### src/rtl/tone_sequencer.sv
// Stereo sample player: streams a ROM segment into the codec write FIFO,
// one-shot or looping, with per-channel arithmetic attenuation.
module tone_sequencer #(
    parameter int DATA_W  = 24,
    parameter int ADDR_W  = 16,
    parameter int ROM_LAT = 1,
    parameter int ATT_W   = 3
) (
    input  logic              clk,
    input  logic              reset_n,
    input  logic              start,
    input  logic              stop,
    input  logic              loop,
    input  logic [ADDR_W-1:0] base_addr,
    input  logic [ADDR_W-1:0] length,
    input  logic [ATT_W-1:0]  att_l,
    input  logic [ATT_W-1:0]  att_r,
    output logic [ADDR_W-1:0] rom_addr,
    input  logic [DATA_W-1:0] rom_q,
    input  logic              write_ready,
    output logic              write,
    output logic [DATA_W-1:0] writedata_left,
    output logic [DATA_W-1:0] writedata_right,
    output logic              busy,
    output logic              done,
    output logic [7:0]        loop_count
);
    localparam logic [2:0] S_IDLE  = 3'd0;
    localparam logic [2:0] S_FETCH = 3'd1;
    localparam logic [2:0] S_WAIT  = 3'd2;
    localparam logic [2:0] S_WRITE = 3'd3;
    localparam logic [2:0] S_DONE  = 3'd4;
    localparam int         LAT_W   = 2;
    localparam logic [LAT_W-1:0] LAT_LAST = LAT_W'(ROM_LAT - 1);

    logic [2:0]        state;
    logic              armed;
    logic              loop_q;
    logic [ADDR_W-1:0] base_q, len_q, ptr, idx;
    logic [LAT_W-1:0]  lat_cnt;
    logic [DATA_W-1:0] sample, wd_l_q, wd_r_q, shift_l, shift_r;
    logic              last;

    assign shift_l  = $unsigned($signed(sample) >>> att_l);
    assign shift_r  = $unsigned($signed(sample) >>> att_r);
    assign last     = (idx == len_q - ADDR_W'(1));
    assign rom_addr = ptr;
    assign busy     = (state == S_FETCH) || (state == S_WAIT) || (state == S_WRITE);
    assign done     = (state == S_DONE);
    // The strobe is combinational so it can never fire in a cycle without ready.
    assign write           = reset_n && (state == S_WRITE) && write_ready;
    assign writedata_left  = write ? shift_l : wd_l_q;
    assign writedata_right = write ? shift_r : wd_r_q;

    always_ff @(posedge clk) begin
        if (!reset_n) begin
            state      <= S_IDLE;
            armed      <= 1'b0;
            loop_q     <= 1'b0;
            base_q     <= '0;
            len_q      <= '0;
            ptr        <= '0;
            idx        <= '0;
            lat_cnt    <= '0;
            sample     <= '0;
            wd_l_q     <= '0;
            wd_r_q     <= '0;
            loop_count <= '0;
        end else begin
            case (state)
                S_IDLE: begin
                    // Start is latched on one edge and acted on at the next,
                    // so FETCH lands one cycle after the sampling edge.
                    if (armed) begin
                        armed <= 1'b0;
                        state <= (len_q == '0) ? S_DONE : S_FETCH;
                    end else if (start && !stop) begin
                        armed      <= 1'b1;
                        base_q     <= base_addr;
                        len_q      <= length;
                        loop_q     <= loop;
                        ptr        <= base_addr;
                        idx        <= '0;
                        loop_count <= '0;
                    end
                end
                S_FETCH: begin
                    lat_cnt <= '0;
                    state   <= stop ? S_DONE : S_WAIT;
                end
                S_WAIT: begin
                    if (stop) begin
                        state <= S_DONE;
                    end else if (lat_cnt == LAT_LAST) begin
                        sample <= rom_q;
                        state  <= S_WRITE;
                    end else begin
                        lat_cnt <= lat_cnt + LAT_W'(1);
                    end
                end
                S_WRITE: begin
                    if (write_ready) begin
                        wd_l_q <= shift_l;
                        wd_r_q <= shift_r;
                        if (!last) begin
                            idx <= idx + ADDR_W'(1);
                            ptr <= ptr + ADDR_W'(1);
                        end else if (loop_q) begin
                            idx <= '0;
                            ptr <= base_q;
                            if (loop_count != 8'hFF) loop_count <= loop_count + 8'd1;
                        end
                        state <= (stop || (last && !loop_q)) ? S_DONE : S_FETCH;
                    end else if (stop) begin
                        state <= S_DONE;
                    end
                end
                S_DONE: begin
                    if (!start) begin
                        state  <= S_IDLE;
                        wd_l_q <= '0;
                        wd_r_q <= '0;
                    end
                end
                default: state <= S_IDLE;
            endcase
        end
    end
endmodule

### config.mk
export PLATFORM = sky130hd
export DESIGN_NAME = tone_sequencer
export DESIGN_NICKNAME = d
export VERILOG_FILES = /design/src/rtl/tone_sequencer.sv
export SDC_FILE = /design/constraint.sdc
export NUM_CORES = 1
export LEC_CHECK = 0
export BUFFER_PORTS_ARGS = -buffer_cell sky130_fd_sc_hd__buf_2
export CORE_ASPECT_RATIO = 1.1
export CORE_MARGIN = 5
export CORE_UTILIZATION = 40
export CTS_BUF_LIST = sky130_fd_sc_hd__clkbuf_8 sky130_fd_sc_hd__clkbuf_16
export DETAILED_ROUTE_END_ITERATION = 7
export GPL_TIMING_DRIVEN = 0
export PLACE_DENSITY = 0.66
export SYNTH_ARGS = -nofsm -noshare
export SYNTH_HDL_FRONTEND = slang
export SYNTH_SLANG_ARGS = --single-unit
### constraint.sdc
create_clock -name clk -period 4.14 [get_ports clk]
set_input_delay 1.242 -clock clk [delete_from_list [all_inputs] [get_ports clk]]
set_output_delay 1.242 -clock clk [all_outputs]
set_load 0.005 [all_outputs]
## Yosys cells after proc, flatten, opt, wreduce, memory -nomap -nowiden

Index checks and enable logic that the tools add are counted.

| word-level totals | value |
|---|---|
| flip-flop bits (word level) | 151 |
| bits of input ports | 68 |
| output and inout port bits | 75 |

| cells by class | value |
|---|---|
| add/sub/neg operators | 5 |
| equal/unequal tests | 19 |
| shifts and indexed selects | 2 |
| mux-type cells | 41 |
| bitwise logic cells | 2 |
| reduce and logical (&&, ||, !) cells | 22 |

Operators with widths:

| cell | count |
|---|---|
| 16-bit 2-to-1 mux | 10 |
| 24-bit 2-to-1 mux | 5 |
| 24-bit one-hot mux with 2 select lines | 2 |
| 16-bit one-hot mux with 2 select lines | 2 |
| 8-bit 2-to-1 mux | 6 |
| 24-bit by 3-bit >>> shifter with 24-bit output | 2 |
| 16-bit by 1-bit adder with 16-bit output, second input constant | 2 |
| 3-bit 2-to-1 mux | 9 |
| 2-bit inequality test, second input constant | 9 |
| 16-bit == test | 1 |
| 16-bit logical NOT | 1 |
| 8-bit one-hot mux with 2 select lines | 1 |
| 16-bit by 1-bit subtractor with 16-bit output, second input constant | 1 |
| 3-bit one-hot mux with 5 select lines | 1 |
| 3-bit AND reduction | 4 |
| 8-bit by 1-bit adder with 8-bit output, second input constant | 1 |
| 8-bit inequality test, second input constant | 1 |
| 7-bit AND reduction | 1 |
| 3-bit by 2-bit == test with 1-bit output, second input constant | 2 |
| 3-bit inequality test, second input constant | 2 |
| 2-bit nonzero test | 3 |
| 5-bit AND reduction | 1 |
| 1-bit logical AND | 4 |
| 2-bit 2-to-1 mux | 2 |
| 13 further kinds | 18 |

## Depth between registers and ports, before layout

| logic depth | value |
|---|---|
| depth in word-level cells | 7 |
| depth in mapped cells | 13 |
| gate-level depth less buffers | 10 |

## Worst setup path after synthesis

Ideal clock, no wire load.

| timing | value |
|---|---|
| path kind | input-to-output |
| start point | input att_r[0] |
| end point | output writedata_right[8] |
| data arrival time | 2.995 ns |
| setup slack | -0.097 ns |
| stages on the path | 8 |
| path buffers | 3 |
| path through | clkbuf_1 -> inv_1 -> clkbuf_1 -> clkbuf_1 -> mux2i_1 -> nand2_1 -> a21oi_1 -> a21o_1 |

| between the ends | value |
|---|---|
| word-level cells in the longest chain between the ends | 2 |

RTL lines:

| item | line | RTL |
|---|---|---|
| start, declared | 17 | `input logic [ATT_W-1:0] att_r,` |
| 24-bit by 3-bit >>> shifter with 24-bit output | 45 | `assign shift_r = $unsigned($signed(sample) >>> att_r);` |
| 24-bit 2-to-1 mux | 53 | `assign writedata_right = write ? shift_r : wd_r_q;` |
| end, declared | 23 | `output logic [DATA_W-1:0] writedata_right,` |

No other way between the ends.

## Worst setup path in the final report

| timing | value |
|---|---|
| start point | input att_r[1] |
| end point | output writedata_right[3] |

Same word-level chain as after synthesis.

==> out/metrics.yaml <==
clock_tree:
  clock_latency_ns: 0.43
  hold_buffers: 0
  clock_path_buffers: 2
  cts_tree: "done"
  cts_sinks: 150
  clkSlewWorstSetupHoldPaths_ns: 0.06
  cts_made_buffers: 17
  root_buffer: "clkbuf_16"
  h-tree-depth: 4
outcome:
  status: "finished clean"
global_routing:
  grt.busiest_layer: "met2"
  grt_pass1_wl_um: 43700
  antenna_found_initial: 0
  grt_pass1_vias: 8438
  met1_usage: 0.256
  grt.total_usage: 0.208
  gr-usage-met3: 0.0465
  grt-ovfl-total: 0
  grtUsageMet2: 0.358
  grt_max_degree: 17
final_layout:
  layout.cells.non_filler: 1601
  final_util: 0.487
  fin_nets: 1366
  antennaDiodeCount: 0
  register_area_um2: 3000
  area_growth_pct: 20.0
  final_area_um2: 10700
  nFillCells: 2202
  drive_gt1_frac: 0.190
  multi_input_comb_area_um2: 5560
run:
  cap_viol_max_count: 0
worst_hold_path:
  hold_class: "flip-flop to flip-flop"
place:
  portBuffers: 136
  post-dp-hpwl_um: 20300
  dpl_cell_area_um2: 10000
  place_inst: 1568
  gp_congestion: 0.915
critical_path:
  ff2ff_setup_slack_ns: 0.31
  required_ns: 2.90
  critical_path_arrival_ns: 2.85
  worstRegToRegCells: 10
  worstPathMaxFanout: 10
  r2r_end: "state[0]"
  startpoint: "att_r[1]"
  crit_path_end_kind: "output port"
  crit_path_end: "writedata_right[3]"
  start_kind: "input port"
  r2r_start: "len_q[0]"
  critical_path_class: "input port to output port"
detailed_routing:
  initialDrtViolationCount: 688
  postRouteAntennaNets: 0
  wl_per_cell_um: 17.0
  num_vias: 8701
  wirelength_um: 27100
  first_pass_iters: 6
  drc: 0
  avgViaCountPerCell: 5.43
floorplanning:
  fp.coreArea_um2: 22000
  die_w_um: 153
  rows: 57
  start_util: 0.406
  boundaryPins: 143
  die-area_um2: 25500
  fp.dieH_um: 167
sta:
  setup_violations: 0
  worst_pin_slew_ns: 1.05
  hold_viol: 0
  skew_ns: 0.0134
  slew_headroom: 0.301
  holdWs_ns: 0.452
  slew_violations: 0
  period_needed_ns: 4.09
  post-route-period-util: 0.988
  fmax_mhz: 245
synthesis:
  synth_area_leader_cell: "dfxtp_1"
  synth_compound_area_frac: 0.254
  synth_edf_count: 0
  synthCells: 1137
  syn-cell-area_um2: 8950
  synth_top_family_by_area: "compound AO/OA/AOI/OAI gates"
  ys_warn_count: 0
  ys_seq_area_frac: 0.335
  ys_types: 66
  syn_nets: 1210
  synthFlopType: "dfxtp_1"
  yosys.area.top_type_share: 0.335
  async_flop_share: 0
  ys_seq_elements: 150
  synth.area.mux_share: 0.107
  synth_adder_area_share: 0.00699
  ys_top_cells_by_area: "dfxtp_1 34%, nand2_1 9.0%, a21o_1 8.9%"
  synth-simple-area-share: 0.210
  avgSynthCellArea_um2: 7.87
  synth_xor_area_frac: 0.0342
pwr:
  power_mw: 3.84
  ir_drop_mv: 0.270
  power.density_nw_per_um2: 358
  p_leak_nw: 5.02
-- per-layer routing --
| layer | part of all wire | up-vias |
|---|---|---|
| met5 | 0 | - |
| met4 | 0.027 | 0 |
| met3 | 0.058 | 46 |
| met2 | 0.49 | 264 |
| met1 | 0.43 | 4070 |
| li1 | - | 4321 |
-- power breakdown --
group	total [mW]	switching (mW)	internal (mW)
Combinational	0.683	0.420	0.263
Clock	1.58	0.647	0.934
Sequential	1.58	0.0746	1.50
-- layout by cell type (no fill, tap or decap), types with 5 or more instances in the layout --
cell type,Yosys,final
buf_1,7,6
nor4_1,14,13
mux2_2,9,9
and2_1,13,12
a21oi_2,1,10
ha_1,5,5
or2_2,5,5
and3_1,8,8
nand2b_1,6,6
clkinvlp_4,0,5
clkbuf_1,69,50
o21ai_1,19,19
nor2_1,57,57
a211oi_1,6,5
a21oi_1,49,40
o21ai_0,42,42
nand4_1,7,7
mux2i_2,0,5
nand2_1,214,214
xnor2_1,21,21
clkbuf_16,0,17
a21o_1,106,106
nor3_1,17,17
nand3_1,36,36
clkbuf_4,0,7
a21boi_0,60,60
clkbuf_2,0,9
dfxtp_1,150,150
xor2_1,14,14
mux4_2,6,6
nor2b_1,8,8
or3_1,6,6
a31oi_1,17,17
buf_6,4,6
or4_1,7,7
buf_2,5,143
mux2i_1,72,67
inv_1,26,28
-- cells by family (layout without fill, tap and decap cells) --
group,Yosys count,after routing
AND/OR/NAND/NOR,413,413
AO/OA/AOI/OAI,334,334
flip-flops,150,150
buffers and inverters,113,282
multiplexers,87,87
XOR/XNOR,35,35
adder cells (fa/ha/maj),5,5
-- stage by stage --
| stage | worst slack, ns | setup TNS (ns) |
|---|---|---|
| after global routing | -0.0156 | -0.0407 |
| after global placement | -0.554 | -16.85 |
| final | 0.0504 | 0 |
| after CTS | 0.0229 | 0 |
| after detailed placement | -0.549 | -17.59 |
| after floorplan | 0.0313 | 0 |
-- cells in the mapped netlist, types with 7 or more instances --
cell type	instances
nand2_1	214
dfxtp_1	150
a21o_1	106
mux2i_1	72
clkbuf_1	69
a21boi_0	60
nor2_1	57
a21oi_1	49
o21ai_0	42
nand3_1	36
inv_1	26
xnor2_1	21
o21ai_1	19
a31oi_1	17
nor3_1	17
nor4_1	14
xor2_1	14
and2_1	13
mux2_2	9
and3_1	8
nor2b_1	8
buf_1	7
nand4_1	7
or4_1	7
-- layout make-up --
| type | instances | share of cell area |
|---|---|---|
| Clock buffer | 20 | 0.0435 |
| Buffer | 87 | 0.0396 |
| Tap cell | 295 | 0.0344 |
| Clock inverter | 12 | 0.0119 |
| Multi-Input combinational cell | 874 | 0.518 |
| Timing Repair Buffer | 137 | 0.0641 |
| Inverter | 26 | 0.00909 |
| Sequential cell | 150 | 0.280 |
-- worst min path at each step --
stage,from,endpoint,slack [ns],cells past startpoint
floorplan,wd_l_q[21],wd_l_q[21],0.43,1
global placement,wd_l_q[14],wd_l_q[14],0.43,1
detailed placement,wd_l_q[21],wd_l_q[21],0.44,1
CTS,wd_l_q[21],wd_l_q[21],0.45,1
global route,wd_r_q[13],wd_r_q[13],0.46,1
finish,wd_l_q[21],wd_l_q[21],0.45,1
-- what timing repair did --
item,4_1_cts,5_1_grt
buffers inserted,0,1
endpoints found under the setup margin,48,43
pin swaps,0,2
gates cloned,0,0
gates resized for setup,24,34
-- sequential cells by signal, summed over array words and instances, names as in the netlist, 3 cells and up --
register,count
sample,24
wd_l_q,24
wd_r_q,23
base_q,16
idx,16
len_q,16
rom_addr,16
loop_count,8
state,3
-- worst max-delay path, stage by stage --
cell      delay (ns)
clkbuf_2        0.24
clkbuf_4        0.31
mux2i_1         0.34
mux2i_1         0.16
nor2_1          0.15
a211oi_2        0.08
a21o_1          0.20
buf_2           0.12
No activity file was read; power rests on OpenSTA's default activity.
